### src/rtl/uio_prbs_endpoint_if.sv
`default_nettype none
// ============================================================================
// Module : uio_prbs_endpoint_if
// Brief  : User-IO request/response port pair between endpoint and black box.
// Rev    : 1.0
// ============================================================================
interface uio_prbs_endpoint_if #(
    parameter int UIO_PORTS_WIDTH = 128
);
    logic                       uio_rq_vld;
    logic [UIO_PORTS_WIDTH-1:0] uio_rq_data;
    logic                       uio_rq_afull;
    logic                       uio_rs_vld;
    logic [UIO_PORTS_WIDTH-1:0] uio_rs_data;
    logic                       uio_rs_afull;

    // master = personality endpoint, slave = black box side
    modport master (
        output uio_rq_vld, uio_rq_data, uio_rs_afull,
        input  uio_rq_afull, uio_rs_vld, uio_rs_data
    );
    modport slave (
        input  uio_rq_vld, uio_rq_data, uio_rs_afull,
        output uio_rq_afull, uio_rs_vld, uio_rs_data
    );
endinterface
`default_nettype wire

### src/rtl/uio_prbs_endpoint.sv
`default_nettype none
// ============================================================================
// Module : uio_prbs_endpoint
// Brief  : PRBS-31 loopback traffic generator/checker for one user-IO port.
//          Optional checker resync enabled by defining UIO_PRBS_RESYNC_EN.
// Rev    : 1.0
// ============================================================================
module uio_prbs_endpoint #(
    parameter int          UIO_PORTS_WIDTH = 128,
    parameter logic [30:0] SEED            = 31'h7FFFFFFF,
    parameter int          TIMEOUT         = 65535
) (
    input  wire logic                  clk_per,
    input  wire logic                  reset_per_n,
    input  wire logic                  i_start,
    input  wire logic [31:0]           i_word_cnt,
    uio_prbs_endpoint_if.master        uio,
    output logic                       o_busy,
    output logic                       o_done,
    output logic                       o_timeout,
    output logic [31:0]                o_tx_cnt,
    output logic [31:0]                o_rx_cnt,
    output logic [15:0]                o_err_cnt
);
    localparam logic [1:0] S_IDLE  = 2'd0;
    localparam logic [1:0] S_RUN   = 2'd1;
    localparam logic [1:0] S_DRAIN = 2'd2;
    localparam logic [1:0] S_DONE  = 2'd3;

    typedef logic [UIO_PORTS_WIDTH-1:0] word_t;

    // Word bit i is the i-th generated bit; returns {next_state, word}.
    function automatic logic [UIO_PORTS_WIDTH+30:0] prbs_word(input logic [30:0] s_in);
        logic [30:0] s;
        word_t       w;
        logic        b;
        s = s_in;
        w = '0;
        for (int i = 0; i < UIO_PORTS_WIDTH; i++) begin
            b    = s[30] ^ s[27];
            w[i] = b;
            s    = {s[29:0], b};
        end
        return {s, w};
    endfunction

    logic [1:0]  state_q, state_d;
    logic [31:0] word_cnt_q, word_cnt_d;
    logic [31:0] tx_cnt_q, tx_cnt_d;
    logic [31:0] rx_cnt_q, rx_cnt_d;
    logic [15:0] err_cnt_q, err_cnt_d;
    logic [31:0] idle_q, idle_d;
    logic [2:0]  miss_q, miss_d;
    logic [30:0] gen_q, gen_d, chk_q, chk_d;
    logic        rq_vld_q, rq_vld_d;
    word_t       rq_data_q, rq_data_d;
    logic        busy_q, busy_d, done_q, done_d, timeout_q, timeout_d;

    logic        start_acc, tx_en, rx_en, mismatch;
    logic [31:0] cur_word_cnt, cur_tx_cnt;
    logic [30:0] gen_src, gen_nxt, chk_nxt;
    word_t       gen_word, chk_word;

    always_comb begin
        state_d   = state_q;
        word_cnt_d = word_cnt_q;
        tx_cnt_d  = tx_cnt_q;
        rx_cnt_d  = rx_cnt_q;
        err_cnt_d = err_cnt_q;
        idle_d    = idle_q;
        miss_d    = miss_q;
        gen_d     = gen_q;
        chk_d     = chk_q;
        rq_data_d = rq_data_q;
        timeout_d = timeout_q;

        start_acc    = i_start && (state_q == S_IDLE || state_q == S_DONE);
        cur_word_cnt = start_acc ? i_word_cnt : word_cnt_q;
        cur_tx_cnt   = start_acc ? 32'd0 : tx_cnt_q;
        gen_src      = start_acc ? SEED : gen_q;
        {gen_nxt, gen_word} = prbs_word(gen_src);
        {chk_nxt, chk_word} = prbs_word(chk_q);

        // The start cycle itself may issue the first word.
        tx_en    = (start_acc || state_q == S_RUN) && !uio.uio_rq_afull
                   && (cur_tx_cnt < cur_word_cnt);
        rq_vld_d = tx_en;
        if (tx_en) begin
            rq_data_d = gen_word;
            gen_d     = gen_nxt;
            tx_cnt_d  = cur_tx_cnt + 32'd1;
        end

        rx_en    = (state_q == S_RUN || state_q == S_DRAIN) && uio.uio_rs_vld
                   && (rx_cnt_q < word_cnt_q);
        mismatch = rx_en && (uio.uio_rs_data != chk_word);
        if (rx_en) begin
            rx_cnt_d = rx_cnt_q + 32'd1;
            chk_d    = chk_nxt;
            miss_d   = 3'd0;
            if (mismatch) begin
                if (err_cnt_q != 16'hFFFF) begin
                    err_cnt_d = err_cnt_q + 16'd1;
                end
`ifdef UIO_PRBS_RESYNC_EN
                if (miss_q == 3'd3) begin
                    for (int k = 0; k < 31; k++) begin
                        chk_d[k] = uio.uio_rs_data[UIO_PORTS_WIDTH-1-k];
                    end
                    miss_d = 3'd0;
                end else begin
                    miss_d = miss_q + 3'd1;
                end
`else
                miss_d = miss_q;
`endif
            end
        end

        case (state_q)
            S_IDLE, S_DONE: begin
                if (start_acc) begin
                    state_d    = S_RUN;
                    word_cnt_d = i_word_cnt;
                    tx_cnt_d   = tx_en ? 32'd1 : 32'd0;
                    rx_cnt_d   = 32'd0;
                    err_cnt_d  = 16'd0;
                    timeout_d  = 1'b0;
                    idle_d     = 32'd0;
                    miss_d     = 3'd0;
                    chk_d      = SEED;
                    if (!tx_en) begin
                        gen_d = SEED;
                    end
                end
            end
            S_RUN: begin
                idle_d = 32'd0;
                if (tx_cnt_q == word_cnt_q) begin
                    state_d = S_DRAIN;
                end
            end
            default: begin
                idle_d = rx_en ? 32'd0 : idle_q + 32'd1;
                if (rx_cnt_q == word_cnt_q) begin
                    state_d = S_DONE;
                end else if (!rx_en && idle_q == 32'(TIMEOUT - 1)) begin
                    state_d   = S_DONE;
                    timeout_d = 1'b1;
                end
            end
        endcase

        busy_d = (state_d == S_RUN) || (state_d == S_DRAIN);
        done_d = (state_d == S_DONE);
    end

    always_ff @(posedge clk_per or negedge reset_per_n) begin
        if (!reset_per_n) begin
            state_q    <= S_IDLE;
            word_cnt_q <= 32'd0;
            tx_cnt_q   <= 32'd0;
            rx_cnt_q   <= 32'd0;
            err_cnt_q  <= 16'd0;
            idle_q     <= 32'd0;
            miss_q     <= 3'd0;
            gen_q      <= SEED;
            chk_q      <= SEED;
            rq_vld_q   <= 1'b0;
            rq_data_q  <= '0;
            busy_q     <= 1'b0;
            done_q     <= 1'b0;
            timeout_q  <= 1'b0;
        end else begin
            state_q    <= state_d;
            word_cnt_q <= word_cnt_d;
            tx_cnt_q   <= tx_cnt_d;
            rx_cnt_q   <= rx_cnt_d;
            err_cnt_q  <= err_cnt_d;
            idle_q     <= idle_d;
            miss_q     <= miss_d;
            gen_q      <= gen_d;
            chk_q      <= chk_d;
            rq_vld_q   <= rq_vld_d;
            rq_data_q  <= rq_data_d;
            busy_q     <= busy_d;
            done_q     <= done_d;
            timeout_q  <= timeout_d;
        end
    end

    assign uio.uio_rq_vld   = rq_vld_q;
    assign uio.uio_rq_data  = rq_data_q;
    assign uio.uio_rs_afull = 1'b0;
    assign o_busy           = busy_q;
    assign o_done           = done_q;
    assign o_timeout        = timeout_q;
    assign o_tx_cnt         = tx_cnt_q;
    assign o_rx_cnt         = rx_cnt_q;
    assign o_err_cnt        = err_cnt_q;

endmodule
`default_nettype wire

### src/flat_wrapper.sv
// flat-port wrapper written by rule: the top's interface ports become plain ports
module uio_prbs_endpoint_flat 
#(
    parameter int          UIO_PORTS_WIDTH = 128,
    parameter logic [30:0] SEED            = 31'h7FFFFFFF,
    parameter int          TIMEOUT         = 65535
)
  (clk_per, reset_per_n, i_start, i_word_cnt, o_busy, o_done, o_timeout, o_tx_cnt, o_rx_cnt, o_err_cnt, uio_uio_rq_vld, uio_uio_rq_data, uio_uio_rs_afull, uio_uio_rq_afull, uio_uio_rs_vld, uio_uio_rs_data);
  uio_prbs_endpoint_if #(.UIO_PORTS_WIDTH(UIO_PORTS_WIDTH)) uio_i ();
  input  wire logic clk_per;
  input  wire logic reset_per_n;
  input  wire logic i_start;
  input  wire logic [31:0] i_word_cnt;
  output logic o_busy;
  output logic o_done;
  output logic o_timeout;
  output logic [31:0] o_tx_cnt;
  output logic [31:0] o_rx_cnt;
  output logic [15:0] o_err_cnt;
  output wire logic [$bits(uio_i.uio_rq_vld)-1:0] uio_uio_rq_vld;
  output wire logic [$bits(uio_i.uio_rq_data)-1:0] uio_uio_rq_data;
  output wire logic [$bits(uio_i.uio_rs_afull)-1:0] uio_uio_rs_afull;
  input wire logic [$bits(uio_i.uio_rq_afull)-1:0] uio_uio_rq_afull;
  input wire logic [$bits(uio_i.uio_rs_vld)-1:0] uio_uio_rs_vld;
  input wire logic [$bits(uio_i.uio_rs_data)-1:0] uio_uio_rs_data;
  assign uio_uio_rq_vld = uio_i.uio_rq_vld;
  assign uio_uio_rq_data = uio_i.uio_rq_data;
  assign uio_uio_rs_afull = uio_i.uio_rs_afull;
  assign uio_i.uio_rq_afull = uio_uio_rq_afull;
  assign uio_i.uio_rs_vld = uio_uio_rs_vld;
  assign uio_i.uio_rs_data = uio_uio_rs_data;
  uio_prbs_endpoint #(.UIO_PORTS_WIDTH(UIO_PORTS_WIDTH), .SEED(SEED), .TIMEOUT(TIMEOUT)) u_core (.clk_per(clk_per), .reset_per_n(reset_per_n), .i_start(i_start), .i_word_cnt(i_word_cnt), .uio(uio_i), .o_busy(o_busy), .o_done(o_done), .o_timeout(o_timeout), .o_tx_cnt(o_tx_cnt), .o_rx_cnt(o_rx_cnt), .o_err_cnt(o_err_cnt));
endmodule
### config.mk
export PLATFORM = sky130hd
export DESIGN_NAME = uio_prbs_endpoint_flat
export DESIGN_NICKNAME = d
export VERILOG_FILES = /design/src/rtl/uio_prbs_endpoint_if.sv /design/src/rtl/uio_prbs_endpoint.sv /design/src/flat_wrapper.sv
export SDC_FILE = /design/constraint.sdc
export NUM_CORES = 1
export LEC_CHECK = 0
export BUFFER_PORTS_ARGS = -buffer_cell sky130_fd_sc_hd__buf_4
export CORE_MARGIN = 3
export CORE_UTILIZATION = 57
export DETAILED_ROUTE_END_ITERATION = 7
export GPL_TIMING_DRIVEN = 0
export PLACE_DENSITY = 0.77
export SYNTH_ARGS = -nofsm -noshare
export SYNTH_HDL_FRONTEND = slang
export SYNTH_SLANG_ARGS = --single-unit
### constraint.sdc
create_clock -name clk_per -period 5.1 [get_ports clk_per]
set_clock_uncertainty 0.15 [all_clocks]
set_input_delay 1.02 -clock clk_per [delete_from_list [all_inputs] [get_ports clk_per]]
set_output_delay 1.02 -clock clk_per [all_outputs]
set_load 0.02 [all_outputs]
# Word-level counts from Yosys, hierarchy flattened
# Cells that the tools add are included.
# W data, S select, Z words.
# classes
n_addsub	4
n_lt_le_gt_ge	2
eq_ne	13
mux	34
n_bitwise	257
n_reduce_logical	17
# op_table
operator	n
$mux W32	10
$xor A1 B1 Y1	256
$mux W31	8
$ne A128 B128 Y1	1
$add A32 B1 Y32 const B	3
$mux W16	5
$eq A32 B32 Y1	2
$lt A32 B32 Y1	2
$pmux W32 S2	1
$eq A32 B16 Y1 const B	1
$add A16 B1 Y16 const B	1
$ne A16 B16 Y1 const B	1
$eq A2 B2 Y1 const B	4
$mux W2	4
$logic_and A1 B1 Y1	7
$eq A2 B1 Y1 const B	2
$logic_or A1 B1 Y1	4
$mux W1	4
$pmux W2 S2	1
$reduce_and A4 Y1	1
$logic_not A1 Y1	2
$logic_not A2 Y1	1
$ne A2 B1 Y1 const B	1
$ne A2 B2 Y1 const B	1
other kinds (4)	4
# totals
register_bits	340

# Logic depth before layout (Yosys ltp)
# Gate-level depths: netlist of the first run.
# depth
depth_word	13
depth_mapped	22

# Worst setup path after synthesis of the first run
# OpenSTA, ideal clock, no wires.
# synth_path
path_type	input to register
startpoint	input i_start
endpoint	register u_core.rq_data_q[117] (netlist: u_core.uio.uio_rq_data[117])
setup_time_ns	0.141
arrival_time_ns	4.462
setup_slack_ns	0.347
path_stages	19
path_buffers	6
cell_sequence	and2_1 > clkbuf_1 > clkbuf_1 > clkbuf_1 > nand2_1 > o21ai_0 > inv_1 > ha_1 > a21o_1 > a21o_1 > a21o_1 > a21o_1 > a21o_1 > a211o_1 > clkbuf_1 > inv_1 > clkbuf_1 > buf_1 > a31oi_1
# synth_via
elab_chain_len	7
elab_cells_between_ends	20
cone_classes	1 x order compare; 3 x mux; 12 x bitwise; 4 x reduce/logical
# synth_lines
element	line_no	rtl
from (decl)	flat_wrapper.sv:12	input wire logic i_start;
$logic_and A1 B1 Y1 *	uio_prbs_endpoint.sv:77	start_acc = i_start && (state_q == S_IDLE || state_q == S_DONE);
parallel branches: the longest is 6 deep, another holds $lt A32 B32 Y1	-	
to (signal assigned)	uio_prbs_endpoint.sv:185	rq_data_q <= rq_data_d;
to (decl)	uio_prbs_endpoint.sv:56	word_t rq_data_q, rq_data_d;
# Mark *: on every way between the ends.
# A chain may end at the register's enable or synchronous reset.

# Worst setup path after layout of the first run
# layout_path
startpoint	register u_core.state_q[0]
endpoint	register u_core.tx_cnt_q[26] (netlist: u_core.o_tx_cnt[26])
# layout_via
elab_chain_len	9
elab_cells_between_ends	16
cone_classes	1 x add/sub; 1 x order compare; 2 x eq/ne; 5 x mux; 7 x reduce/logical
# layout_lines
element	line_no	rtl
from (decl)	uio_prbs_endpoint.sv:47	logic [1:0] state_q, state_d;
from (signal assigned)	uio_prbs_endpoint.sv:175	state_q <= state_d;
$eq A2 B2 Y1 / $logic_not A2 Y1 (equally long branches)	uio_prbs_endpoint.sv:77, uio_prbs_endpoint.sv:120	
$logic_or A1 B1 Y1	uio_prbs_endpoint.sv:77	
$logic_and A1 B1 Y1	uio_prbs_endpoint.sv:77	
$mux W32, or another cell as far along	uio_prbs_endpoint.sv:79	cur_tx_cnt = start_acc ? 32'd0 : tx_cnt_q;
$lt A32 B32 Y1 / $logic_and A1 B1 Y1 (equally long branches)	uio_prbs_endpoint.sv:86, uio_prbs_endpoint.sv:85	
$logic_and A1 B1 Y1	uio_prbs_endpoint.sv:86	&& (cur_tx_cnt < cur_word_cnt);
$mux W32	uio_prbs_endpoint.sv:88	if (tx_en) begin
$mux W32	uio_prbs_endpoint.sv:122	if (start_acc) begin
$mux W32 *	uio_prbs_endpoint.sv:120	case (state_q)
via u_core.tx_cnt_d[26]	uio_prbs_endpoint.sv:49	logic [31:0] tx_cnt_q, tx_cnt_d;
to (signal assigned)	uio_prbs_endpoint.sv:177	tx_cnt_q <= tx_cnt_d;
to (decl)	uio_prbs_endpoint.sv:49	
# The timed path passes the listed nets; every way through them passes the cells marked *.

==> results of run 1 <==
==> worst reg2reg max path, delay by kind of cell, from the launching register on <==
family / cells / cell delay (ns)
adder cells (fa/ha/maj): 2 / 0.58
AO/OA/AOI/OAI: 5 / 1.19
AND/OR/NAND/NOR: 4 / 1.10
buffers and inverters: 6 / 1.39
flip-flops: 1 / 0.40
==> routing by layer <==
| layer | GRT usage (%) | share of wire, % | vias up |
|---|---|---|---|
| met5 | 0 | 0 | - |
| li1 | - | - | 8716 |
| met1 | 50.9 | 41 | 9562 |
| met4 | 12.2 | 3.8 | 0 |
| met2 | 57.4 | 46 | 1039 |
| met3 | 6.98 | 9.6 | 173 |
==> path summary, 6_finish.rpt <==
check,cells past startpoint,to,slack [ns]
max in group asynchronous,3,u_core.gen_q[18]$_DFF_PN1_,3.41
max reg2reg,17,u_core.o_tx_cnt[26]$_DFF_PN0_,0.17
max,17,u_core.o_tx_cnt[26]$_DFF_PN0_,0.17
min in group clk_per,2,u_core.uio.uio_rq_data[97]$_DFFE_PN0N_,0.33
min reg2reg,2,u_core.uio.uio_rq_data[97]$_DFFE_PN0N_,0.33
min,1,u_core.o_rx_cnt[6]$_DFF_PN0_,0.12
==> power by group through the flow <==
stage	Clock (uW)	Combinational, uW	Sequential [uW]
after CTS	2750	9580	4250
final	2740	9770	4270
after detailed placement	0	9460	4280
after global placement	0	9270	4260
after floorplan	0	5870	4700
after global routing	2870	10500	4330
==> state kept, by name, indices dropped and copies added, names as in the netlist, 16 cells and up <==
register and cells:
u_core.chk_q 31, u_core.gen_q 31, u_core.idle_q 32, u_core.o_err_cnt 16, u_core.o_rx_cnt 32, u_core.o_tx_cnt 32, u_core.uio.uio_rq_data 128, u_core.word_cnt_q 32
==> layout by cell type, fill, tap and decap left out, types with 6 or more instances in the layout <==
| cell type | netlist | routed |
|---|---|---|
| sky130_fd_sc_hd__mux2i_1 | 9 | 9 |
| sky130_fd_sc_hd__nand3_1 | 81 | 81 |
| sky130_fd_sc_hd__a21o_1 | 25 | 25 |
| sky130_fd_sc_hd__dfstp_2 | 62 | 62 |
| sky130_fd_sc_hd__inv_1 | 97 | 97 |
| sky130_fd_sc_hd__buf_2 | 26 | 30 |
| sky130_fd_sc_hd__clkbuf_16 | 0 | 38 |
| sky130_fd_sc_hd__nand2_1 | 322 | 320 |
| sky130_fd_sc_hd__buf_4 | 2 | 384 |
| sky130_fd_sc_hd__o21a_1 | 7 | 7 |
| sky130_fd_sc_hd__o31ai_1 | 56 | 56 |
| sky130_fd_sc_hd__a211oi_1 | 7 | 7 |
| sky130_fd_sc_hd__o211ai_1 | 44 | 44 |
| sky130_fd_sc_hd__a31oi_1 | 16 | 16 |
| sky130_fd_sc_hd__clkbuf_1 | 124 | 99 |
| sky130_fd_sc_hd__and3_1 | 12 | 12 |
| sky130_fd_sc_hd__xnor2_1 | 237 | 237 |
| sky130_fd_sc_hd__clkbuf_2 | 0 | 26 |
| sky130_fd_sc_hd__and2_1 | 40 | 39 |
| sky130_fd_sc_hd__xor3_1 | 7 | 7 |
| sky130_fd_sc_hd__nor4_1 | 35 | 35 |
| sky130_fd_sc_hd__a22oi_1 | 10 | 10 |
| sky130_fd_sc_hd__clkbuf_8 | 0 | 6 |
| sky130_fd_sc_hd__a21oi_1 | 63 | 63 |
| sky130_fd_sc_hd__or3_1 | 41 | 41 |
| sky130_fd_sc_hd__nand2b_1 | 6 | 6 |
| sky130_fd_sc_hd__o21ai_0 | 141 | 141 |
| sky130_fd_sc_hd__or4_1 | 19 | 19 |
| sky130_fd_sc_hd__nand4_1 | 52 | 52 |
| sky130_fd_sc_hd__xnor3_1 | 18 | 18 |
| sky130_fd_sc_hd__dfrtp_1 | 278 | 278 |
| sky130_fd_sc_hd__ha_1 | 71 | 70 |
| sky130_fd_sc_hd__nor3_1 | 30 | 30 |
| sky130_fd_sc_hd__nor2_1 | 130 | 129 |
| sky130_fd_sc_hd__xor2_1 | 166 | 166 |
| sky130_fd_sc_hd__nor2b_1 | 6 | 6 |
==> synth_stat cells, types with 19 or more instances <==
cell type	number	share of area, %
sky130_fd_sc_hd__a21o_1	25	0.89
sky130_fd_sc_hd__a21oi_1	63	1.5
sky130_fd_sc_hd__and2_1	40	1.2
sky130_fd_sc_hd__buf_2	26	0.62
sky130_fd_sc_hd__clkbuf_1	124	2.2
sky130_fd_sc_hd__dfrtp_1	278	33
sky130_fd_sc_hd__dfstp_2	62	7.7
sky130_fd_sc_hd__ha_1	71	4.2
sky130_fd_sc_hd__inv_1	97	1.7
sky130_fd_sc_hd__nand2_1	322	5.7
sky130_fd_sc_hd__nand3_1	81	1.9
sky130_fd_sc_hd__nand4_1	52	1.5
sky130_fd_sc_hd__nor2_1	130	2.3
sky130_fd_sc_hd__nor3_1	30	0.71
sky130_fd_sc_hd__nor4_1	35	1.0
sky130_fd_sc_hd__o211ai_1	44	1.6
sky130_fd_sc_hd__o21ai_0	141	3.3
sky130_fd_sc_hd__o31ai_1	56	2.0
sky130_fd_sc_hd__or3_1	41	1.2
sky130_fd_sc_hd__or4_1	19	0.68
sky130_fd_sc_hd__xnor2_1	237	9.8
sky130_fd_sc_hd__xor2_1	166	6.9
==> through the flow <==
stage	std cells	hold slack, ns	utilization [%]	setup TNS, ns	setup WS (ns)
4_1_cts	3214	0.107	71.8	0	0.0518
5_1_grt	3218	0.112	71.9	-0.0201	-0.0110
2_1_floorplan	2310	0.331	-	0	0.347
6_report	3218	0.120	71.9	0	0.171
3_5_place_dp	3150	0.322	68.2	-405.90	-2.52
3_3_place_gp	3147	0.317	68.0	-470.65	-2.46
==> area by class of cell <==
class                      instances  area [um^2]  area share [%]
multi-input combinational       1712        11500            44.3
sequential                       340         8590            33.2
timing repair buffer             385         2960            11.4
clock buffer                      54         1060            4.10
buffer                           159          731            2.82
tap                              461          577            2.23
inverter                          97          364            1.41
clock inverter                    10          151           0.585
==> cells by family after synthesis <==
logic type,share of synthesized area [%]
compound gates,12.1
xor+xnor,19.7
fa+ha+maj,4.22
buf+inv,4.93
flops,40.7
mux,0.481
other cells,0.0178
simple gates,17.8
==> what timing repair did <==
action                                  in CTS  in global routing
hold endpoints to repair                     0                  0
pin swaps                                    1                  2
endpoints found under the setup margin     192                165
buffers inserted                             2                  4
hold buffers                                 0                  0
gates resized for setup                     43                 14
==> summary by stage, run 1 <==
Die
After floorplanning, the core was divided into between 60 and 70 placement rows. For this configuration, the core starts out at a cell density of between 50% and 60%. The die covers just under 0.04 mm^2. The floorplan die height is a little under 200 um. The core footprint is 0.0360 mm^2. For this design the top-level I/O count stands at around 380. The die is 198 um wide.

Logic synthesis
The count of flip-flops with a built-in enable after synthesis is 0. The post-synthesis sequential area ratio is about two fifths. The share of flip-flops with an asynchronous set or reset is 100%.

In the synthesized netlist the dominant register cell turns out to be sky130_fd_sc_hd__dfrtp_1. Counting every net in the synthesized netlist gives roughly 2500. After technology mapping, the gate count stands at between 2000 and 2500. During synthesis, Yosys emitted a total of 0 warnings.

The number of synthesized register bits is 340. Yosys mapped the design onto between 60 and 70 distinct sky130hd cell types. In this run the mean area of a mapped cell was slightly above 9 um^2. The synthesized netlist occupies a cell area of 0.0211 mm^2.

Timing
For the pin with the worst max-slew slack, the measured transition is about 1.3 ns. The smallest clock period supported by the final layout is computed as about 4.9 ns. The peak clock frequency supported by timing is approximately 200 MHz.

The worst slew margin relative to its limit is 10.3%. The max-slew violation count was 0. The count of final hold-check violations is 0.

The post-route fraction of the period consumed by the critical path is a little over nine tenths. Setup violations remaining at the end of the flow were counted as 0.

Clock tree
The clock sink count is 340. The clock-pin slew on the worst setup and hold paths is roughly 0.060 ns. The TritonCTS buffer count is 37. TritonCTS built the clock tree.

The H-tree was split into 2 levels. The cell at the root of the clock tree is sky130_fd_sc_hd__clkbuf_16. The clock latency on the worst-skew pair is about 0.56 ns. The number of buffers between clock root and the deepest sink is 3.

Placement
The routability-driven placement congestion ratio is just under 1. In this run the tool buffered the top-level ports with ~380 buffer cells. After legalization and detailed placement, the total HPWL measured 55600 um. The placed cell area is roughly 0.025 mm^2.

Power
The switching power of the nets is 7680 uW. The leakage power is between 0.01 and 0.015 uW. The net switching share of the total power is between 40% and 50%. The share of total power dissipated in the clock network is between 10% and 20%. The internal power is between 9000 and 10000 uW. The peak ir drop on the vdd network is 516 uV. Per report_power, the sequential group accounts for between 20% and 30% of the total. The overall power of the completed layout is between 15000 and 20000 uW. Dividing total power by cell area gives a power density of between 600 and 700 mW/mm^2.

The combinational group share of total power is 58.2%.

Status
The run finished with clean final reports.

Final layout
The fraction of final layout cells with drive strength greater than 1 is a little over a fifth. Relative to the synthesized area, the layout overhead comes to 22.9%. 0 antenna diodes ended up in the layout. The cell area after layout is 0.0259 mm^2.

Counting the fill cells in the layout gives between 2000 and 3000. In the final design database the tool counted between 2000 and 3000 nets.

Setup path
Among the stages of the critical path, the cell type that occurs most often is sky130_fd_sc_hd__inv_1. The slowest stage of the critical path is the sky130_fd_sc_hd__or3_1 cell. The type of the worst setup path is flip-flop to flip-flop. The startpoint of the worst-slack reg-to-reg timing path is u_core.state_q[0]$_DFF_PN0_.

The data required time of the critical path is 5.41 ns. The signal arrival time at the worst endpoint is 5.24 ns. The category of the worst setup path launch point is a flip-flop. The most critical setup path has its startpoint at u_core.state_q[0]$_DFF_PN0_. The kind of capture point of the worst setup path is a flip-flop. The kind of cell with the highest combined delay along the critical path is buffers and inverters.

Together, buffers and inverters on the worst path number 6. For this run, the slowest stage of the critical path takes ~0.41 ns. The signal on the critical path passes through inv_1 -> ha_2 -> nand2_2 -> buf_2 -> clkbuf_4 -> buf_1 -> and2_1 -> ha_1 -> a21o_1 -> a211oi_1 -> o221ai_1 -> a211o_2 -> buf_4 -> inv_1 -> nand4_1 -> or3_1 -> a21oi_1. The maximum fanout along the worst path is 10.

Global routing
The maximum number of pins on one net before global-route repair is approximately 120. The via count of the first global-routing pass was between 15000 and 20000. The total congestion overflow after global routing is 0. The number of antenna violations at the first check in global routing was 0.

The global router's overall resource usage is ~36%. The global-route wire length before repair is around 110000 um.

Route
The detail route stage leaves a number of antenna-violating nets equal to 0. The remaining routing DRC violations is 0. The via count normalized by instance count is approximately 6.1. Across all layers, the routed design uses between 15000 and 20000 vias. The DRC violation total after the first TritonRoute iteration is around 1900. The total wirelength of the detailed-routed design is between 70000 and 80000 um. The detail-routed net length per standard cell is around 23 um.

The total iterations of the first detailed-routing run is 6.

Min path
In this run the worst hold path is classified as primary input to asynchronous set/reset pin.

Job
The tool flagged a number of max-cap violations equal to 0.
No activity file was read; power rests on OpenSTA's default activity.
==> run 2: changes to the inputs <==
RECOVER_POWER = 100   (was not set)
==> run 2 against run 1 <==
The flow now finishes with violations (capacitance limit, slew limit). Hold slack better by 0.14 ns. Count of clock-buffer cells in the layout did not move. First-iteration DRC count fell by 0.27%. Flip-flop and latch count stayed put. Critical path depth unchanged. Die area stayed put. Fmax about the same. Cell count unchanged. Register-to-register slack hardly changed. Via count increased by 0.22%. Sequential share of layout area up 0.072 points. Critical path type unchanged. Largest power group unchanged.
==> summary by stage, run 2 (same netlist as run 1, synthesis figures left out) <==
Route
The total wirelength of the detailed-routed design was 73200 um (was 73100 um). The detail-routed net length per standard cell was 22.8 um (was 22.7 um). The total vias in the final route was 19500 (about the same). The total iterations of the first detailed-routing run is 6 (unchanged). The antenna violation net count after detailed routing came to 0 (unchanged). The via count normalized by instance count is 6.07 (was 6.06). The remaining routing DRC violations was 0 (unchanged). The DRC violation total after the first TritonRoute iteration came to 1850 (was 1855).

Global routing
The global-route wire length before repair is 110000 um (unchanged). The via count of the first global-routing pass is 19200 (unchanged). The total congestion overflow after global routing was 0 (unchanged). The global router's overall resource usage was 36.4% (unchanged). The number of antenna violations at the first check in global routing is 0 (unchanged).

The maximum number of pins on one net before global-route repair is 121 (unchanged).

Timing
The post-route worst hold slack was 0.263 ns (was 0.120 ns). The final critical path time including I/O delays and setup is 4.93 ns (about the same). The count of final setup violators is 0 (unchanged). The peak clock frequency supported by timing is 203 MHz (about the same). The worst slew margin relative to its limit was -101% (was 10.3%).

The post-route fraction of the period consumed by the critical path is 96.7% (about the same). The transition at the pin with the smallest max-transition slack was 3.01 ns (was 1.34 ns). The max-slew violation count was 240 (was 0).

The count of final hold-check violations is 0 (unchanged).

Power
The peak ir drop on the vdd network is 517 uV (was 516 uV). The net switching share of the total power is 45.9% (was 45.8%). The combinational group share of total power is 58.3% (was 58.2%).

The share of power burned in the clock network is 16.3% (about the same). The sequential power share is 25.4% (about the same). The leakage power came to 0.0119 uW (was 0.0120 uW). The switching power of the nets is 7700 uW (was 7680 uW). The power density over the cells is 650 mW/mm^2 (was 648 mW/mm^2).

The internal power is 9090 uW (was 9100 uW).

Clock tree
The clock-pin slew on the worst setup and hold paths came to 0.06 ns (about the same). The CTS tree was yes (unchanged). The clock sink count is 340 (unchanged).

The cell at the root of the clock tree is sky130_fd_sc_hd__clkbuf_16 (unchanged). The clock latency on the worst-skew pair came to 0.56 ns (about the same). The number of buffers between clock root and the deepest sink came to 3 (unchanged). The TritonCTS buffer count is 37 (unchanged). The number of levels in the clock H-tree came to 2 (unchanged).

Setup path
The critical path's top delay family is buffers and inverters (unchanged). The category of the worst setup path launch point was a flip-flop (unchanged). The signal arrival time at the worst endpoint is 5.24 ns (about the same). The most frequent cell on the critical path was sky130_fd_sc_hd__inv_1 (unchanged). The data required time of the critical path is 5.41 ns (about the same).

The longest individual stage delay on the worst path was 0.41 ns (about the same). Cells along the critical path: inv_1 -> ha_2 -> nand2_2 -> buf_2 -> clkbuf_4 -> buf_1 -> and2_1 -> ha_1 -> a21o_1 -> a211oi_1 -> o221ai_1 -> a211o_2 -> buf_4 -> inv_1 -> nand4_1 -> or3_1 -> a21oi_1 (unchanged). The type of the worst setup path is flip-flop to flip-flop (unchanged). The maximum fanout along the worst path came to 10 (unchanged).

The kind of capture point of the worst setup path is a flip-flop (unchanged). The buffering stage count on the worst path with inverters included is 6 (unchanged). The cell with the largest stage delay on the worst path was sky130_fd_sc_hd__or3_1 (unchanged).

Placement
The routability-driven placement congestion ratio came to 0.990 (unchanged). The half-perimeter wire length of the detailed placement result is 55600 um (unchanged). The count of port buffers added during placement was 376 (unchanged).

Die
The count of standard-cell rows is 69 (unchanged). The die width came to 198 um (unchanged). The effective utilization at floorplan is 58.5% (unchanged). The overall die area is 0.0393 mm^2 (unchanged). The total I/O pin count is 378 (unchanged). The floorplan die height is 198 um (unchanged). The core footprint is 0.0360 mm^2 (unchanged).

Final layout
The total inserted antenna cells came to 0 (unchanged). The layout overhead on the synthesized area is 22.6% (was 22.9%). The most common library cell in the layout ignoring fill and taps is sky130_fd_sc_hd__buf_4 (unchanged). The core occupancy in the finished layout came to 71.8% (was 71.9%). Commonest cells after routing, fill and taps aside: 384 x sky130_fd_sc_hd__buf_4, 320 x sky130_fd_sc_hd__nand2_1, 278 x sky130_fd_sc_hd__dfrtp_1 (unchanged). The fraction of final layout cells with drive strength greater than 1 is 21.4% (about the same). The number of flip-flops in the largest register is 128 (unchanged). The net count of the finished layout is 2968 (unchanged).

Job
The number of maximum-capacitance violations came to 2 (was 0).

Min path
The class of the most critical hold timing path is primary input to asynchronous set/reset pin (unchanged).

Status
Status: complete, but fails checks (was completed). The checks that failed: capacitance limit, slew limit.
## run 2: worst reg2reg max path: cells and delay by family (launching register included)
kind	cells	cell delay, ns
buffers and inverters	6	1.40
AO/OA/AOI/OAI	5	1.19
AND/OR/NAND/NOR	4	1.09
adder cells (fa/ha/maj)	2	0.58
flip-flops	1	0.40
## run 2: what timing repair did
item | in CTS | in global routing
hold buffers | 0 | 0
setup buffers | 2 | 4
setup endpoints to repair | 192 | 165
gates resized for setup | 43 | 14
hold endpoints to repair | 0 | 0
pin swaps | 1 | 2
## run 2: path summary, 6_finish.rpt
path	depth (start not counted)	endpoint	slack [ns]	start
worst max-delay path	17	u_core.o_tx_cnt[26]$_DFF_PN0_	0.17	u_core.state_q[0]$_DFF_PN0_
worst min-delay path	1	u_core.o_rx_cnt[6]$_DFF_PN0_	0.26	reset_per_n
worst max register to register	17	u_core.o_tx_cnt[26]$_DFF_PN0_	0.17	u_core.state_q[0]$_DFF_PN0_
worst min register to register	2	u_core.uio.uio_rq_data[97]$_DFFE_PN0N_	0.33	u_core.uio.uio_rq_data[97]$_DFFE_PN0N_
max in group asynchronous	2	u_core.o_tx_cnt[13]$_DFF_PN0_	1.23	reset_per_n
min in group clk_per	2	u_core.uio.uio_rq_data[97]$_DFFE_PN0N_	0.33	u_core.uio.uio_rq_data[97]$_DFFE_PN0N_
## run 2: area by class of cell
type                    instances  area (um^2)
clock buffers                  54         1060
repair buffers                385         2900
plain buffers                 159          731
inverters                      97          364
clock inverters                10          151
multi-input cells            1712        11500
flip-flops and latches        340         8590
well taps                     461          577
fillers                      2792        10200
## run 2: through the flow
step           power (uW)  worst slack, ns  TNS (ns)  cells  cell area (um^2)
6_report            16800            0.169         0   3218             25800
4_1_cts             16600           0.0518         0   3214             25900
2_1_floorplan       10600            0.347         0   2310             21100
3_5_place_dp        13700            -2.52   -405.90   3150             24600
5_1_grt             17600          -0.0109   -0.0201   3218             25800
3_3_place_gp        13500            -2.46   -470.65   3147             24500
## run 2: layer usage
layer / global-route usage [%] / routed length [um]
met4: 12.2 / 2600
met1: 50.9 / 30100
met2: 57.4 / 33500
met3: 6.98 / 7020
met5: 0 / 0
## run 2: power groups by stage
stage / clock (uW) / sequential [uW] / combinational (uW)
after global routing: 2870 / 4330 / 10400
final: 2740 / 4270 / 9780
after floorplan: 0 / 4700 / 5870
after CTS: 2750 / 4250 / 9580
after detailed placement: 0 / 4280 / 9460
after global placement: 0 / 4260 / 9270
